$ cat config.mk
export PLATFORM = sky130hd
export DESIGN_NAME = pipe_stall_ctrl_flat
export DESIGN_NICKNAME = d
export VERILOG_FILES = /design/src/rtl/pipe_stall_ctrl_if.sv /design/src/rtl/pipe_stall_ctrl.sv /design/src/flat_wrapper.sv
export SDC_FILE = /design/constraint.sdc
export NUM_CORES = 1
export LEC_CHECK = 0
export CAP_MARGIN = 20
export CORE_ASPECT_RATIO = 0.8
export CORE_MARGIN = 3
export CORE_UTILIZATION = 46
export DETAILED_ROUTE_END_ITERATION = 7
export PLACE_DENSITY = 0.76
export REMOVE_ABC_BUFFERS = 1
export SLEW_MARGIN = 10
export SYNTH_ARGS = -nofsm -noshare
export SYNTH_HDL_FRONTEND = slang
export SYNTH_SLANG_ARGS = --single-unit
$ cat constraint.sdc
create_clock -name clk -period 1.8 [get_ports clk]
set_input_delay 0.36 -clock clk [delete_from_list [all_inputs] [get_ports clk]]
set_output_delay 0.36 -clock clk [all_outputs]
set_load 0.01 [all_outputs]
$ cat src/rtl/pipe_stall_ctrl_if.sv
// Handshake bundle between the pipeline stages and the central stall controller.
// The pipeline side uses the master modport and the controller uses the slave modport.
interface pipe_stall_ctrl_if #(
    parameter int CNT_W = 32
);
    logic             stallreq_id;
    logic             stallreq_ex;
    logic             stallreq_mem;
    logic             div_start;
    logic             div_done;
    logic [5:0]       stall;
    logic             div_busy;
    logic [CNT_W-1:0] stall_cycles;
    logic             watchdog_err;

    modport master (
        output stallreq_id,
        output stallreq_ex,
        output stallreq_mem,
        output div_start,
        output div_done,
        input  stall,
        input  div_busy,
        input  stall_cycles,
        input  watchdog_err
    );

    modport slave (
        input  stallreq_id,
        input  stallreq_ex,
        input  stallreq_mem,
        input  div_start,
        input  div_done,
        output stall,
        output div_busy,
        output stall_cycles,
        output watchdog_err
    );
endinterface

$ cat src/rtl/pipe_stall_ctrl.sv
// Central pipeline stall controller. It builds a prioritised per-stage hold vector and tracks an in-flight divide.
// It also counts stalled cycles and raises a sticky watchdog flag when the pipeline stays frozen.
module pipe_stall_ctrl #(
    parameter int WDOG_LIMIT = 1024,
    parameter int CNT_W      = 32
) (
    input logic                clk,
    input logic                rst,
    pipe_stall_ctrl_if.slave   bus
);
    localparam int WD_W = (WDOG_LIMIT > 2) ? $clog2(WDOG_LIMIT) : 1;
    localparam logic [WD_W-1:0] WD_MAX = WD_W'(WDOG_LIMIT - 1);

    localparam logic [0:0] ST_IDLE = 1'b0;
    localparam logic [0:0] ST_BUSY = 1'b1;

    logic [0:0]       state_q, state_d;
    logic [CNT_W-1:0] stall_cycles_q, stall_cycles_d;
    logic [WD_W-1:0]  wd_cnt_q, wd_cnt_d;
    logic             wd_err_q, wd_err_d;
    logic [5:0]       stall_s;
    logic             stalled_s;
    logic             div_busy_s;

    // The divide engine only reaches stall through the registered busy state
    assign div_busy_s = (state_q == ST_BUSY);

    // Strict priority hold vector; the lowest clear bit above a set bit marks where a bubble is inserted
    always_comb begin
        stall_s = 6'b000000;
        if (rst) begin
            stall_s = 6'b000000;
        end else if (bus.stallreq_mem) begin
            stall_s = 6'b011111;
        end else if (bus.stallreq_ex || div_busy_s) begin
            stall_s = 6'b001111;
        end else if (bus.stallreq_id) begin
            stall_s = 6'b000111;
        end else begin
            stall_s = 6'b000000;
        end
    end

    assign stalled_s = (stall_s != 6'b000000);

    // Divide tracker: done together with start keeps the engine busy for the next divide
    always_comb begin
        state_d = state_q;
        case (state_q)
            ST_IDLE: begin
                if (bus.div_start) begin
                    state_d = ST_BUSY;
                end else begin
                    state_d = ST_IDLE;
                end
            end
            ST_BUSY: begin
                if (bus.div_done && !bus.div_start) begin
                    state_d = ST_IDLE;
                end else begin
                    state_d = ST_BUSY;
                end
            end
            default: state_d = ST_IDLE;
        endcase
    end

    // Saturating total stall counter and the consecutive-stall watchdog
    always_comb begin
        stall_cycles_d = stall_cycles_q;
        wd_cnt_d       = wd_cnt_q;
        wd_err_d       = wd_err_q;
        if (stalled_s) begin
            if (stall_cycles_q != {CNT_W{1'b1}}) begin
                stall_cycles_d = stall_cycles_q + CNT_W'(1);
            end else begin
                stall_cycles_d = stall_cycles_q;
            end
            if (wd_cnt_q == WD_MAX) begin
                wd_err_d = 1'b1;
                wd_cnt_d = wd_cnt_q;
            end else begin
                wd_cnt_d = wd_cnt_q + WD_W'(1);
            end
        end else begin
            wd_cnt_d = {WD_W{1'b0}};
        end
    end

    // State registers with synchronous reset; reset abandons any in-flight divide
    always_ff @(posedge clk) begin
        if (rst) begin
            state_q        <= ST_IDLE;
            stall_cycles_q <= {CNT_W{1'b0}};
            wd_cnt_q       <= {WD_W{1'b0}};
            wd_err_q       <= 1'b0;
        end else begin
            state_q        <= state_d;
            stall_cycles_q <= stall_cycles_d;
            wd_cnt_q       <= wd_cnt_d;
            wd_err_q       <= wd_err_d;
        end
    end

    assign bus.stall        = stall_s;
    assign bus.div_busy     = div_busy_s;
    assign bus.stall_cycles = stall_cycles_q;
    assign bus.watchdog_err = wd_err_q;

endmodule

$ cat src/flat_wrapper.sv
// flat-port wrapper written by rule: the top's interface ports become plain ports
module pipe_stall_ctrl_flat 
#(
    parameter int WDOG_LIMIT = 1024,
    parameter int CNT_W      = 32
)
  (clk, rst, bus_stallreq_id, bus_stallreq_ex, bus_stallreq_mem, bus_div_start, bus_div_done, bus_stall, bus_div_busy, bus_stall_cycles, bus_watchdog_err);
  pipe_stall_ctrl_if #(.CNT_W(CNT_W)) bus_i ();
  input logic clk;
  input logic rst;
  input wire logic [$bits(bus_i.stallreq_id)-1:0] bus_stallreq_id;
  input wire logic [$bits(bus_i.stallreq_ex)-1:0] bus_stallreq_ex;
  input wire logic [$bits(bus_i.stallreq_mem)-1:0] bus_stallreq_mem;
  input wire logic [$bits(bus_i.div_start)-1:0] bus_div_start;
  input wire logic [$bits(bus_i.div_done)-1:0] bus_div_done;
  output wire logic [$bits(bus_i.stall)-1:0] bus_stall;
  output wire logic [$bits(bus_i.div_busy)-1:0] bus_div_busy;
  output wire logic [$bits(bus_i.stall_cycles)-1:0] bus_stall_cycles;
  output wire logic [$bits(bus_i.watchdog_err)-1:0] bus_watchdog_err;
  assign bus_i.stallreq_id = bus_stallreq_id;
  assign bus_i.stallreq_ex = bus_stallreq_ex;
  assign bus_i.stallreq_mem = bus_stallreq_mem;
  assign bus_i.div_start = bus_div_start;
  assign bus_i.div_done = bus_div_done;
  assign bus_stall = bus_i.stall;
  assign bus_div_busy = bus_i.div_busy;
  assign bus_stall_cycles = bus_i.stall_cycles;
  assign bus_watchdog_err = bus_i.watchdog_err;
  pipe_stall_ctrl #(.WDOG_LIMIT(WDOG_LIMIT), .CNT_W(CNT_W)) u_core (.clk(clk), .rst(rst), .bus(bus_i));
endmodule
After elaboration in Yosys (flattened, before gate mapping)
Cells that the tools add are included.
W data, S select, Z words.
{"block": "totals", "output_inout_bits": 40, "word_cells": 24, "regBits": 44}
{"block": "classes", "bitwise": 2, "eq_ne": 2, "n_mux": 7, "reduce_logical": 7, "n_addsub": 2}
{"op": "$add A32 B1 Y32 const B", "n": 1}
{"op": "$ne A32 B32 Y1 const B", "n": 1}
{"op": "$mux W6", "n": 3}
{"op": "$add A10 B1 Y10 const B", "n": 1}
{"op": "$eq A10 B10 Y1 const B", "n": 1}
{"op": "$reduce_bool A6 Y1", "n": 1}
{"op": "$reduce_and A2 Y1", "n": 2}
{"op": "$mux W3", "n": 1}
{"op": "$mux W1", "n": 2}
{"op": "$not A1 Y1", "n": 2}
{"op": "$pmux W1 S2", "n": 1}
{"op": "$reduce_or A2 Y1", "n": 1}
{"op": "$logic_and A1 B1 Y1", "n": 1}
{"op": "$logic_not A1 Y1", "n": 1}
{"op": "$logic_or A1 B1 Y1", "n": 1}

Logic depth before layout (Yosys ltp)
{"block": "depth", "depth_word": 7, "depth_mapped": 7, "mapped_depth_nobuf": 6}

Worst setup path after synthesis
OpenSTA, ideal clock, no wires.
{"block": "synth_timing", "path_kind": "register to register", "start": "register u_core.stall_cycles_q[0] (netlist: u_core.bus.stall_cycles[0])", "end": "register u_core.stall_cycles_q[15] (netlist: u_core.bus.stall_cycles[15])", "setup_time_ns": 0.123, "stages_incl_launch_ff": 7, "setup_slack_ns": -0.127, "required_ns": 1.677, "t_arrival_ns": 1.804, "synth_period_minus_slack_ns": 1.927, "cell_sequence": "dfxtp_1 > ha_1 > nand3_1 > or2_1 > and4bb_2 > nor3b_1 > mux2_1"}
{"block": "synth_between", "elab_chain_cells": 2, "word_cells_on_any_way": 3}
{"item": "start, declared", "line_no": "pipe_stall_ctrl.sv:18", "source": "logic [CNT_W-1:0] stall_cycles_q, stall_cycles_d;"}
{"item": "start signal, assigned", "line_no": "pipe_stall_ctrl.sv:94", "source": "stall_cycles_q <= {CNT_W{1'b0}};"}
{"item": "start signal, assigned", "line_no": "pipe_stall_ctrl.sv:99", "source": "stall_cycles_q <= stall_cycles_d;"}
{"item": "branches (longest 2 deep; another with $add A32 B1 Y32)"}
Parallel ways; which one is timed is not known.
A chain may end at the register's enable or synchronous reset.

Final worst setup path
{"block": "layout_timing", "start": "register u_core.stall_cycles_q[3] (netlist: u_core.bus.stall_cycles[3])", "end": "register u_core.stall_cycles_q[27] (netlist: u_core.bus.stall_cycles[27])"}
The elaborated chain is that of the path after synthesis.

==> flow_summary.json <==
{
  "finalHoldViolCount": 0,
  "syn_avg_cell_area_um2": 8.84,
  "grt_pass1_wl_um": 10600,
  "drt_wl_total_um": 7150,
  "ys_ff_latch": 44,
  "synthArstFlopShare_pct": 0,
  "power.density_nw_per_um2": 547,
  "clkPwrFrac_pct": 39.4,
  "clkSinkCount": 44,
  "gr-usage-all-layers_pct": 23.0,
  "internal-power_mw": 1.50,
  "antenna_found_initial": 0,
  "p_switching_uw": 480,
  "max_clock_freq_ghz": 0.525,
  "critPathMaxFanout": 6,
  "final_cell_mix": "buf_4 (71), clkdlybuf4s50_1 (34), dfxtp_1 (29), nor2_1 (26), dfxtp_2 (15)",
  "p_sw_share_pct": 24.2,
  "cts_buffer_depth": 2,
  "wire_per_inst_um": 16.5,
  "std_cell_rows": 22,
  "finalCritPeriodShare_pct": 106,
  "gr-total-overflow": 0,
  "multi_input_area_um2": 1440,
  "cts_buffers": 5,
  "required_ns": 2.03,
  "hpwl_um": 4590,
  "core_um2": 4620,
  "worst_path_max_delay_cell": "dfxtp_2",
  "p_comb_share_pct": 9.8,
  "ctsRootBufferMaster": "clkbuf_8",
  "layout_commonest_cell": "buf_4",
  "maxSlewViolCount": 0,
  "slowest_delay_ns": 0.35,
  "fill_cells": 309,
  "hp-class": "reg -> reg",
  "violations": "negative setup slack",
  "sequentialPowerShare_pct": 50.8,
  "maxCapViolCount": 0,
  "crit_path_frequent_cell": "buf_6",
  "initial_utilization_pct": 48.3,
  "grt_max_degree": 26,
  "ios": 47,
  "syn2layout_area_growth_pct": 61.7,
  "layout.nets": 382,
  "critical_path_class": "reg -> reg",
  "cts_hold_buffers": 0,
  "gp_congestion": 0.830,
  "grt_pass1_vias": 2321,
  "cp_cell_sequence": "nand4_4 -> buf_6 -> nor4_4 -> buf_4 -> o2111ai_4 -> buf_6 -> or3_1 -> a21oi_1",
  "outcome": "complete, but fails checks",
  "num_vias": 2484,
  "fin_crit_ns": 1.90,
  "cts.clk_slew.worst_paths_ns": 0.09,
  "setup_viol": 7,
  "crit_arrival_ns": 2.14,
  "synthCells": 253,
  "drc": 0,
  "synth-edff-count": 0,
  "register_area_um2": 900,
  "ir_drop_mv": 0.526,
  "viasPerCell": 5.72,
  "rsz0062_at_grt": "true",
  "drtIter0Drc": 122,
  "fp.dieW_um": 83.9,
  "worstSetupStartpointType": "flop",
  "die-area_um2": 5740,
  "io_buffers": 45,
  "leakagePower_nw": 1.38,
  "setup_ws_ns": -0.104,
  "post-place-ws_ns": -0.562,
  "cp-end-kind": "flop",
  "cp_num_buf_inv": 3,
  "fin_skew_ns": 0.00482,
  "crit_family": "simple AND/OR/NAND/NOR gates",
  "cts_max_level": 2,
  "holdWs_ns": 0.478,
  "die_y_um": 68.4,
  "insertion_delay_ns": 0.31,
  "cts_tree": "built",
  "synth_flop_cell": "dfxtp_1",
  "firstDrtPassIters": 4,
  "antenna_cells": 0,
  "drive_gt1_share_pct": 39.3,
  "synth.distinct_cells": 50,
  "ant_nets": 0,
  "synthesis.area_um2": 2240,
  "synth-seq-area-share_pct": 39.4,
  "ys_warn_count": 0
}
## worst reg2reg max path: stages, from the launching register on
cell       delay, ns
dfxtp_2         0.35
nand4_4         0.13
buf_6           0.15
nor4_4          0.23
buf_4           0.18
o2111ai_4       0.11
buf_6           0.16
or3_1           0.34
a21oi_1         0.17
## Yosys cell counts (all sizes together), types with 4 or more instances
| library cell | instances | area, um^2 |
|---|---|---|
| nand2 | 14 | 52.6 |
| o21ai | 14 | 70.1 |
| nor4 | 5 | 67.6 |
| nand4 | 11 | 90.1 |
| clkbuf | 6 | 22.5 |
| o2111ai | 5 | 61.3 |
| o41ai | 4 | 35.0 |
| xor2 | 14 | 123 |
| nor2 | 29 | 109 |
| nand3 | 17 | 85.1 |
| and4 | 4 | 35.0 |
| a21oi | 17 | 85.1 |
| o31ai | 4 | 43.8 |
| dfxtp | 44 | 881 |
| nor3 | 5 | 35.0 |
| buf | 5 | 38.8 |
| or4 | 4 | 33.8 |
| inv | 9 | 33.8 |
| or3 | 11 | 68.8 |
| o311ai | 5 | 51.3 |
## metal layers
layer	track usage [%]	wire length [um]	share of wire, %
met5	0	0	0
met2	42.2	3680	51
met3	4.33	283	4.0
met1	27.8	3050	43
met4	7.43	137	1.9
## state kept, by name, summed over array words and instances (netlist names)
register,flops
u_core.bus.div_busy,1
u_core.bus.stall_cycles,32
u_core.wd_cnt_q,10
u_core.bus.watchdog_err,1
## power by group through the flow
stage	clock (mW)	sequential, mW	combinational [mW]
after detailed placement	0	1.02	0.177
after global routing	0.822	1.01	0.210
after CTS	0.780	0.999	0.182
final	0.779	1.01	0.194
after global placement	0	1.02	0.171
after floorplan	0	1.03	0.0501
## cell type report
cell class | count | share of cell area, %
clock buffers | 5 | 1.90
multi-input cells | 189 | 39.9
repair buffers | 124 | 29.1
inverters | 9 | 0.934
clock inverters | 3 | 1.18
flip-flops and latches | 44 | 24.9
well taps | 60 | 2.08
## logic make-up after synthesis
logic type	after synthesis	share of synthesized area, %
and+or+nand+nor	110	29.0
xor gates and xnor gates	17	6.66
buffers and inverters	20	4.25
DFF	44	39.4
muxes	4	1.85
other	1	0.168
AOI/OAI and AO/OA	55	17.5
adders and majority gates	2	1.12
## metrics by stage
| step | util [%] | total power [mW] | instance area (um^2) | TNS (ns) | instances |
|---|---|---|---|---|---|
| detailed placement | 69.6 | 1.20 | 3220 | -15.26 | 416 |
| floorplan | - | 1.08 | 2170 | -1.63 | 242 |
| global placement | 69.6 | 1.19 | 3220 | -12.58 | 416 |
| global route | 78.2 | 2.04 | 3620 | -1.74 | 434 |
| finish | 78.2 | 1.98 | 3620 | -0.209 | 434 |
| CTS | 74.8 | 1.96 | 3460 | -0.391 | 432 |
## path summary, 6_finish.rpt
path,start,end,slack [ns],cells past startpoint
setup / recovery,u_core.bus.stall_cycles[3],u_core.bus.stall_cycles[27],-0.10,8
hold reg to reg,u_core.bus.watchdog_err,u_core.bus.watchdog_err,0.48,1
hold / removal,u_core.bus.watchdog_err,u_core.bus.watchdog_err,0.48,1
setup reg to reg,u_core.bus.stall_cycles[3],u_core.bus.stall_cycles[27],-0.10,8
## repair_timing
item	CTS	global route
endpoints found under the setup margin	37	37
buffers inserted	8	3
pin swaps	11	27
gates resized for setup	36	44
(Power assumes the default switching activity.)
